**src/rtl/pc_sequencer.sv**
```systemverilog
// Program sequencer: PC register, next-PC select, C/Z flags and a return-address stack.
// Define PC_SEQ_CIRCULAR_STACK_EN to make a push-when-full overwrite the oldest entry.
module pc_sequencer #(
    parameter int unsigned     PC_W     = 12,
    parameter int unsigned     OFF_W    = 8,
    parameter int unsigned     DEPTH    = 8,
    parameter logic [PC_W-1:0] RESET_PC = '0
) (
    input  logic                       clk,
    input  logic                       reset,
    input  logic                       stall,
    input  logic [2:0]                 op,
    input  logic [2:0]                 cond,
    input  logic [OFF_W-1:0]           offset,
    input  logic [PC_W-1:0]            target,
    input  logic                       c_in,
    input  logic                       z_in,
    input  logic                       write_c,
    input  logic                       write_z,
    output logic [PC_W-1:0]            pc,
    output logic                       C,
    output logic                       Z,
    output logic [$clog2(DEPTH+1)-1:0] stack_depth,
    output logic                       stack_empty,
    output logic                       stack_full,
    output logic                       stack_ovf,
    output logic                       stack_unf
);

    localparam int unsigned DEPTH_W = $clog2(DEPTH + 1);
    localparam int unsigned PTR_W   = $clog2(DEPTH);

    localparam logic [2:0] OP_BRANCH = 3'b001;
    localparam logic [2:0] OP_JUMP   = 3'b010;
    localparam logic [2:0] OP_CALL   = 3'b011;
    localparam logic [2:0] OP_RET    = 3'b100;

    logic [PC_W-1:0]    stack_mem [DEPTH];
    logic [PTR_W-1:0]   wr_ptr, wr_ptr_nxt, top_ptr;
    logic [PC_W-1:0]    pc1, off_ext, pc_nxt;
    logic [DEPTH_W-1:0] depth_nxt;
    logic               c_nxt, z_nxt, ovf_nxt, unf_nxt, push_en, taken;

    function automatic logic [PTR_W-1:0] ptr_inc(input logic [PTR_W-1:0] p);
        return (p == PTR_W'(DEPTH - 1)) ? '0 : p + PTR_W'(1);
    endfunction

    function automatic logic [PTR_W-1:0] ptr_dec(input logic [PTR_W-1:0] p);
        return (p == '0) ? PTR_W'(DEPTH - 1) : p - PTR_W'(1);
    endfunction

    // Offset is sign-extended, or truncated when it is at least as wide as the PC.
    generate
        if (OFF_W >= PC_W) begin : g_off_trunc
            assign off_ext = offset[PC_W-1:0];
        end else begin : g_off_sext
            assign off_ext = {{(PC_W - OFF_W){offset[OFF_W-1]}}, offset};
        end
    endgenerate

    assign pc1     = pc + PC_W'(1);
    assign top_ptr = ptr_dec(wr_ptr);

    always_comb begin
        taken = 1'b0;
        case (cond)
            3'b000:  taken = 1'b1;
            3'b001:  taken = Z;
            3'b010:  taken = ~Z;
            3'b011:  taken = C;
            3'b100:  taken = ~C;
            default: taken = 1'b0;
        endcase
    end

    // Next-state selection; stall leaves every default in place.
    always_comb begin
        pc_nxt     = pc;
        c_nxt      = C;
        z_nxt      = Z;
        depth_nxt  = stack_depth;
        wr_ptr_nxt = wr_ptr;
        ovf_nxt    = stack_ovf;
        unf_nxt    = stack_unf;
        push_en    = 1'b0;
        if (!stall) begin
            pc_nxt = pc1;
            if (write_c) c_nxt = c_in;
            if (write_z) z_nxt = z_in;
            case (op)
                OP_BRANCH: if (taken) pc_nxt = pc1 + off_ext;
                OP_JUMP:   pc_nxt = target;
                OP_CALL: begin
                    pc_nxt = target;
                    if (stack_full) begin
                        ovf_nxt = 1'b1;
`ifdef PC_SEQ_CIRCULAR_STACK_EN
                        push_en    = 1'b1;
                        wr_ptr_nxt = ptr_inc(wr_ptr);
`endif
                    end else begin
                        push_en    = 1'b1;
                        wr_ptr_nxt = ptr_inc(wr_ptr);
                        depth_nxt  = stack_depth + DEPTH_W'(1);
                    end
                end
                OP_RET: begin
                    if (stack_empty) begin
                        unf_nxt = 1'b1;
                    end else begin
                        pc_nxt     = stack_mem[top_ptr];
                        wr_ptr_nxt = top_ptr;
                        depth_nxt  = stack_depth - DEPTH_W'(1);
                    end
                end
                default: ;
            endcase
        end
    end

    always_ff @(posedge clk) begin
        if (reset) begin
            pc          <= RESET_PC;
            C           <= 1'b0;
            Z           <= 1'b0;
            stack_depth <= '0;
            stack_empty <= 1'b1;
            stack_full  <= 1'b0;
            stack_ovf   <= 1'b0;
            stack_unf   <= 1'b0;
            wr_ptr      <= '0;
        end else begin
            pc          <= pc_nxt;
            C           <= c_nxt;
            Z           <= z_nxt;
            stack_depth <= depth_nxt;
            stack_empty <= (depth_nxt == '0);
            stack_full  <= (depth_nxt == DEPTH_W'(DEPTH));
            stack_ovf   <= ovf_nxt;
            stack_unf   <= unf_nxt;
            wr_ptr      <= wr_ptr_nxt;
        end
    end

    // Return-address storage; contents are don't-care after reset.
    always_ff @(posedge clk) begin
        if (push_en) stack_mem[wr_ptr] <= pc1;
    end

endmodule

```
**config.mk**
```make
export PLATFORM = sky130hd
export DESIGN_NAME = pc_sequencer
export DESIGN_NICKNAME = d
export VERILOG_FILES = /design/src/rtl/pc_sequencer.sv
export SDC_FILE = /design/constraint.sdc
export NUM_CORES = 1
export LEC_CHECK = 0
export ABC_AREA = 1
export BUFFER_PORTS_ARGS = -buffer_cell sky130_fd_sc_hd__buf_2
export CORE_MARGIN = 4
export CORE_UTILIZATION = 52
export DETAILED_ROUTE_END_ITERATION = 7
export PLACE_DENSITY_LB_ADDON = 0.15
export SETUP_SLACK_MARGIN = 0.5
export SYNTH_ARGS = -nofsm -noshare
export SYNTH_HDL_FRONTEND = slang
export SYNTH_SLANG_ARGS = --single-unit
```
**constraint.sdc**
```tcl
create_clock -name clk -period 2.9 [get_ports clk]
set_input_delay 0.435 -clock clk [delete_from_list [all_inputs] [get_ports clk]]
set_output_delay 0.435 -clock clk [all_outputs]
set_load 0.01 [all_outputs]
```
# Word-level counts from Yosys, hierarchy flattened
# Memories as Yosys holds them, arrays and structs flattened.
# Index checks and enable logic that the tools add are counted.
# W data, S select, Z words.
[totals]
reg_bits = 25
ramBits = 96
inputBits = 33
output_inout_bits = 22
elab_cells = 59
n_memories = 1
[classes]
addsub = 6
eq_ne = 12
mux = 18
bitwise_logic = 3
n_reduce_logical = 10
[memory_table]
columns = ["name", "words", "width", "read_ports", "rd_clocked_by_memory_dff", "wr", "line_no", "source"]
rows = [
  ["stack_mem", 8, 12, 1, 0, 1, "38", "logic [PC_W-1:0] stack_mem [DEPTH];"],
]
[ops]
columns = ["op", "count"]
rows = [
  ["$pmux W12 S3", 1],
  ["$mux W12", 2],
  ["$add A12 B1 Y12 const B", 1],
  ["$add A12 B12 Y12", 1],
  ["$eq A3 B2 Y1 const B", 4],
  ["$mux W3", 4],
  ["$mux W4", 3],
  ["$eq A3 B3 Y1 const B", 3],
  ["$pmux W4 S2", 1],
  ["$eq A3 B1 Y1 const B", 2],
  ["$logic_not A3 Y1", 2],
  ["$pmux W3 S2", 1],
  ["$reduce_and A3 Y1", 2],
  ["$mux W1", 5],
  ["$pmux W1 S5", 1],
  ["$add A4 B1 Y4 const B", 1],
  ["$eq A4 B4 Y1 const B", 1],
  ["$logic_not A4 Y1", 1],
  ["$ne A2 B2 Y1 const B", 2],
  ["$reduce_and A2 Y1", 2],
  ["$reduce_and A4 Y1", 1],
  ["$sub A4 B1 Y4 const B", 1],
  ["$add A3 B1 Y3 const B", 1],
  ["$not A1 Y1", 3],
  ["3 further kinds", 3],
]

# Depth between registers and ports, before layout
# Gate-level depths: netlist of run 1.
[logic_depth]
ltp_word = 5
mapped_depth = 21
mapped_depth_nobuf = 21

# Worst setup path after synthesis of run 1
# No wires, ideal clock.
[synth_timing]
path_kind = "flip-flop to flip-flop"
startpoint = "register pc[1]"
endpoint = "register pc[11]"
setup_ns = 0.109
arrival_ns = 2.562
required_time_ns = 2.791
path_slack_ns = 0.229
stages_incl_launch_ff = 19
n_path_buf = 0
synth_period_minus_slack_ns = 2.671
path_cell_list = "dfxtp_1 ha_1 nand2_1 inv_2 nand2_1 nor2_2 nand2_1 xnor2_1 ha_1 nand2_1 nand2_1 a21oi_1 nand4_1 nand3_1 nand2_1 nand3_1 nand4_1 nand2_1 inv_1"
[synth_via]
elab_chain_len = 4
word_cells_on_any_way = 5
cone_classes = "add/sub: 2; mux: 3"
[synth_rtl]
columns = ["item", "line_no", "source"]
rows = [
  ["start, declared", "20", "output logic [PC_W-1:0] pc,"],
  ["start signal, assigned", "133", "pc <= pc_nxt;"],
  ["$add A12 B1 Y12", "61", "assign pc1 = pc + PC_W'(1);"],
  ["net pc1[8]", "40", "logic [PC_W-1:0] pc1, off_ext, pc_nxt;"],
  ["$add A12 B12 Y12", "91", "OP_BRANCH: if (taken) pc_nxt = pc1 + off_ext;"],
  ["$mux W12", "91", ""],
  ["$pmux W12 S3", "90", "case (op)"],
]
# The timed path passes the listed nets, and every way through them passes these cells.
# A chain may end at the register's enable or synchronous reset.

# Worst setup path in the final report of run 1
[layout_timing]
startpoint = "register pc[0]"
endpoint = "register pc[11]"
# Same word-level chain as after synthesis.

==> results of run 1 <==
where the power goes:
group / leakage [nW] / internal, mW / switching (mW)
Sequential: 1.08 / 1.91 / 0.0362
Clock: 0.289 / 1.38 / 0.765
Combinational: 1.86 / 0.255 / 0.407
Total: 3.23 / 3.55 / 1.21
worst max path at each step:
stage	end	slack [ns]
finish	pc[11]$_SDFFE_PP0N_	0.39
global route	pc[11]$_SDFFE_PP0N_	0.23
CTS	pc[11]$_SDFFE_PP0N_	0.37
detailed placement	pc[11]$_SDFFE_PP0N_	0.21
global placement	pc[11]$_SDFFE_PP0N_	0.31
floorplan	pc[11]$_SDFFE_PP0N_	0.49
through the flow:
step,utilization [%],instances
2_1_floorplan,-,662
3_3_place_gp,59.1,862
3_5_place_dp,59.1,862
4_1_cts,65.5,903
5_1_grt,68.8,917
6_report,68.8,917
state kept, by name, summed over array words and instances (netlist names), 3 cells and up:
signal / count
pc: 12
stack_mem: 96
stack_depth: 4
wr_ptr: 3
cells in the mapped netlist (2+ instances only):
| cell | count |
|---|---|
| o21ai_0 | 40 |
| edfxtp_1 | 96 |
| o211ai_2 | 5 |
| nand4_1 | 9 |
| o211ai_1 | 23 |
| a21oi_1 | 26 |
| dfxtp_1 | 25 |
| a32o_1 | 2 |
| a211oi_1 | 2 |
| o221ai_2 | 2 |
| a221oi_1 | 4 |
| ha_1 | 20 |
| buf_6 | 3 |
| or2_2 | 8 |
| inv_1 | 49 |
| o221ai_1 | 5 |
| nor3_1 | 8 |
| a21o_1 | 3 |
| buf_4 | 5 |
| buf_2 | 10 |
| o21ai_1 | 7 |
| nand2_2 | 7 |
| inv_2 | 12 |
| nand3_1 | 43 |
| nor2_4 | 4 |
| a31oi_1 | 10 |
| xor2_1 | 8 |
| o21ai_2 | 3 |
| nand2_1 | 128 |
| clkbuf_1 | 8 |
| or2_0 | 2 |
| nor2_1 | 73 |
| xnor2_1 | 3 |
layout make-up:
class	instances	area [um^2]
clock buffer	22	454
clock inverter	10	143
fill	882	3620
inverter	61	239
multi-input combinational	453	2870
sequential	121	3400
tap	143	179
timing repair buffer	107	702
cells by family (layout without fill, tap and decap cells):
kind of cell | after synthesis | count (layout)
compound gates | 133 | 133
xor+xnor | 12 | 12
flops | 121 | 121
buf+inv | 88 | 200
simple gates | 287 | 287
fa+ha+maj | 21 | 21
layer usage:
layer | GRT usage, % | vias to the layer above
li1 | - | 2505
met1 | 33.6 | 2524
met2 | 38.3 | 237
met3 | 5.24 | 40
met4 | 7.84 | 0
met5 | 0 | -
tightest hold or removal path: stages:
cell and delay (ns):
buf_2 0.10, nand3_1 0.07, a21oi_1 0.06
timing repair:
action	in CTS	in global routing
pin swaps	14	36
gates resized for setup	17	62
setup endpoints to repair	12	11
setup buffers	9	13
cloned	0	1
==> results.cfg, run 1 <==
[timing]
layout_setup_ws_ns = 0.386
fin_skew_ns = 0.00884
rsz0062_at_grt = true
slew_viol_final = 0
maxSlewHeadroom_pct = 65.3
finalCriticalPeriod_ns = 2.51
hold_viol_final = 0
fmax_mhz = 398
setup_tns_ns = 0
tightest_slew_ns = 0.520
hold_slack_ns = 0.294
fin_crit_sh_pct = 86.7
setup_viol = 0

[power]
leakagePower_nw = 3.23
ir_drop_v = 0.000472
cellPowerDensity_nw_per_um2 = 595
power.total_mw = 4.76

[critical_path]
setup.worst_path.end_class = flop
worstReg2RegEnd = pc[11]$_SDFFE_PP0N_
slowest_stage = dfxtp_4
path_class = reg -> reg
arrival_ns = 2.83
cp_slowest_stage_delay_ns = 0.38
cp.depth = 18
worst_path_most_repeated_cell = nand4_1
required_ns = 3.21
critical-path-top-delay-family = simple AND/OR/NAND/NOR gates
cp-start-kind = flop
r2r_start = pc[0]$_SDFFE_PP0N_
r2r_cells = 18
crit_buf_inv = 3
worst-r2r-setup-slack_ns = 0.39
crit_path_cell_trace = ha_4 -> nand2_4 -> inv_4 -> nand2_4 -> nor2_4 -> nand4_1 -> xor2_2 -> inv_2 -> ha_4 -> nand2_4 -> nor2_4 -> nand3_2 -> nand4_1 -> nand4_1 -> nand3_2 -> nand4_1 -> nand2_1 -> inv_1
critical_path.startpoint = pc[0]$_SDFFE_PP0N_
cp_max_fo = 4

[clock_network]
postCtsHoldBufs = 0
htree_levels = 4
clk_path_buf_depth = 2
cts_sinks = 121
path_clk_slew_ns = 0.06
cts_tree = yes
cts_buffers = 17
clk-insertion-delay-late_ns = 0.42
root_buffer = clkbuf_16

[final_layout]
area_delta_synth_final_pct = 27.6
final_layout_size_suffix_gt1_share_pct = 31.8
final_cell_mix = 113 x nand2_1, 96 x edfxtp_1, 70 x nor2_1
design_area_um2 = 7990
diodes = 0
final_common_cell = nand2_1
fin_nets = 815

[synth]
syn-num-nets = 716
synth_xor_area_share_pct = 1.80
syn-cell-area_um2 = 6270
synth_area_leader_cell = edfxtp_1
synth-simple-area-share_pct = 20.0
synth_cell_type_count = 42
synthCells = 662
ys_ff_latch = 121
synth_top_family_by_area = simple AND/OR/NAND/NOR gates
synth_edf_count = 96
synthAdderAreaFrac_pct = 4.31
synthTopCellsByArea = edfxtp_1 46%, dfxtp_1 8.0%, nand2_1 7.7%
ys_warn_count = 0
synth_compound_area_share_pct = 13.8
synthArstFlopShare_pct = 0
yosys_most_used_dff = edfxtp_1
synth_top_cell_area_share_pct = 46.0
synth_area_per_cell_um2 = 9.47
muxShareOfSynthArea_pct = 0
ys_seq_area_share_pct = 54.0

[global_route]
grt_max_degree = 42
antenna_found_initial = 0
grt_pass1_wl_mm = 26.2
overflow = 0
grt_pass1_vias = 4985
grtUsageTotal_pct = 24.3

[worst_hold_path]
hold_path_class = in -> reg
hp-start = c_in
min_to = C$_SDFFE_PP0P_
hold_depth = 3

[outcome]
status = complete, no violations

[floorplanning]
die_w_um = 118
core_area_um2 = 11600
rows = 39
initial_core_util_pct = 54.0
dieArea_um2 = 13900
pin_count = 55
die_h_um = 118

[detailed_routing]
drt_iter0_drc = 555
dr_total_vias = 5306
wl_per_cell_um = 18.7
routed_via_density = 5.79
wl_met1_mm = 7.50
drc = 0
wl_met2_mm = 8.26
wl_mm = 17.2
routed.top_layer = met4
postRouteAntennaNets = 0
route.met3.wl_mm = 1.13
dr.pass1.iters = 5

[run]
max_cap_violations = 0

[placed_design]
hpwl_mm = 11.3
place_area_um2 = 6870
place_ws_ns = 0.213
routabilityCongestion = 0.915
numPortBuffers = 54
(Power assumes the default switching activity.)
==> run 2, diff against run 1 <==
CORE_UTILIZATION = 60   (was 52)
REMOVE_ABC_BUFFERS = 1   (was not set)
==> run 2 against run 1 <==
Effect of this change: final cell count is 0.65% lower; register-to-register slack got worse by 0.21 ns; sequential share of layout area up 0.67 points; worst setup slack got worse by 0.21 ns; via count increased by 5.4%; die area shrank 12%; clock skew fell by 0.0014 ns; non-clock buffer count grew 1; global-route usage is 5.5 points higher; total power decreased by 3.4%; sequential power is essentially flat; critical path depth unchanged; largest cell class unchanged.
==> results.cfg, run 2 (synthesis results as in run 1) <==
[power]
cellPowerDensity_nw_per_um2 = 584
leakagePower_nw = 3.19
ir_drop_v = 0.000529

[worst_hold_path]
hold_path_class = in -> reg

[detailed_routing]
routed_via_density = 6.14
drc = 0
drt_iter0_drc = 560
postRouteAntennaNets = 0
wl_mm = 18.4
dr.pass1.iters = 5
dr_total_vias = 5595
wl_per_cell_um = 20.2

[timing]
fmax_mhz = 367
setup_viol = 0
hold_viol_final = 0
setup_tns_ns = 0
finalCriticalPeriod_ns = 2.73
tightest_slew_ns = 0.629
slew_viol_final = 0
maxSlewHeadroom_pct = 58.0
fin_skew_ns = 0.00746
fin_crit_sh_pct = 94.0
rsz0062_at_grt = true

[final_layout]
largest_register = stack_mem
fin_nets = 816
area_delta_synth_final_pct = 25.5
fin_util_pct = 76.9
final_cell_mix = 119 x nand2_1, 96 x edfxtp_1, 71 x nor2_1
final_layout_size_suffix_gt1_share_pct = 29.5
largest_reg_flops = 96
diodes = 0
reg_top3 = stack_mem: 96 flops, pc: 12 flops, stack_depth: 4 flops
final_common_cell = nand2_1

[placed_design]
hpwl_mm = 11.1
routabilityCongestion = 0.929
numPortBuffers = 54

[critical_path]
crit_path_cell_trace = ha_4 -> nand2_4 -> inv_4 -> nand2_4 -> nor2_4 -> nand2_2 -> xnor2_2 -> ha_1 -> nand2_1 -> nand2_1 -> a21oi_2 -> nand4_1 -> nand3_2 -> nand2_2 -> nand3_2 -> nand4_1 -> nand2_1 -> inv_1
cp-start-kind = flop
arrival_ns = 3.15
r2r_start = pc[0]$_SDFFE_PP0N_
cp_max_fo = 3
cp_slowest_stage_delay_ns = 0.38
required_ns = 3.32
path_class = reg -> reg
r2r_cells = 18
crit_end = pc[11]$_SDFFE_PP0N_
worst_path_most_repeated_cell = nand2_1
slowest_stage = dfxtp_4
worstReg2RegEnd = pc[11]$_SDFFE_PP0N_
setup.worst_path.end_class = flop
worst-r2r-setup-slack_ns = 0.17
critical_path.startpoint = pc[0]$_SDFFE_PP0N_

[clock_network]
cts_buffers = 17
clk_path_buf_depth = 2
postCtsHoldBufs = 0
cts_sinks = 121
htree_levels = 4
root_buffer = clkbuf_8
clk-insertion-delay-late_ns = 0.52
cts_tree = yes
path_clk_slew_ns = 0.06

[global_route]
grt_max_degree = 49
overflow = 0
antenna_found_initial = 0
grtUsageTotal_pct = 29.7
grt_pass1_vias = 5166
grt_pass1_wl_mm = 26.6

[floorplanning]
die_h_um = 110
core_area_um2 = 10200
dieArea_um2 = 12100
pin_count = 55
die_w_um = 110
rows = 37
initial_core_util_pct = 61.2

[run]
max_cap_violations = 0

[outcome]
status = complete, no violations
-- run 2: metal layers --
metal	up-vias	track usage (%)	share of wire (%)
met3	64	6.99	11
met4	0	12.0	3.7
met2	386	48.7	48
met5	-	0	0
met1	2632	38.3	38
li1	2513	-	-
-- run 2: worst max-delay path, delay by kind of cell, from the launching register on --
kind / cells / cell delay [ns]
xor+xnor: 1 / 0.26
fa+ha+maj: 2 / 0.44
buf+inv: 2 / 0.11
compound gates: 1 / 0.22
flops: 1 / 0.38
simple gates: 12 / 1.21
-- run 2: repair_timing --
action	CTS	global route
cloned	0	1
resized for setup	30	32
setup endpoints to repair	11	19
buffers inserted	19	6
pin swaps	16	19
-- run 2: where the power goes --
part	leakage, nW	internal [mW]	switching, mW
registers	1.08	1.91	0.0356
logic	1.85	0.256	0.414
clock network	0.255	1.21	0.768
total	3.19	3.38	1.22
-- run 2: stage by stage --
stage / instances / cell area (um^2) / setup WS (ns) / hold slack [ns] / power (mW)
CTS: 904 / 7660 / 0.423 / 0.164 / 4.52
global placement: 853 / 6820 / 0.295 / 0.446 / 2.50
global route: 911 / 7860 / 0.136 / 0.176 / 4.73
detailed placement: 853 / 6820 / 0.164 / 0.455 / 2.52
floorplan: 635 / 6110 / 0.216 / 0.497 / 2.32
finish: 911 / 7860 / 0.173 / 0.181 / 4.59
-- run 2: final cells by class --
class | count | area (um^2)
Sequential cell | 121 | 3400
Multi-Input combinational cell | 453 | 2770
Fill cell | 654 | 2370
Timing Repair Buffer | 108 | 737
Clock buffer | 18 | 418
Inverter | 61 | 234
Tap cell | 136 | 170
Clock inverter | 14 | 133
-- run 2: how the worst min path moves through the flow --
stage,from,end,cells after the start
finish,write_z,Z$_SDFFE_PP0P_,4
global placement,stack_unf$_SDFFE_PP0P_,stack_unf$_SDFFE_PP0P_,2
detailed placement,stack_unf$_SDFFE_PP0P_,stack_unf$_SDFFE_PP0P_,2
floorplan,Z$_SDFFE_PP0P_,Z$_SDFFE_PP0P_,2
global route,z_in,Z$_SDFFE_PP0P_,3
CTS,z_in,Z$_SDFFE_PP0P_,3
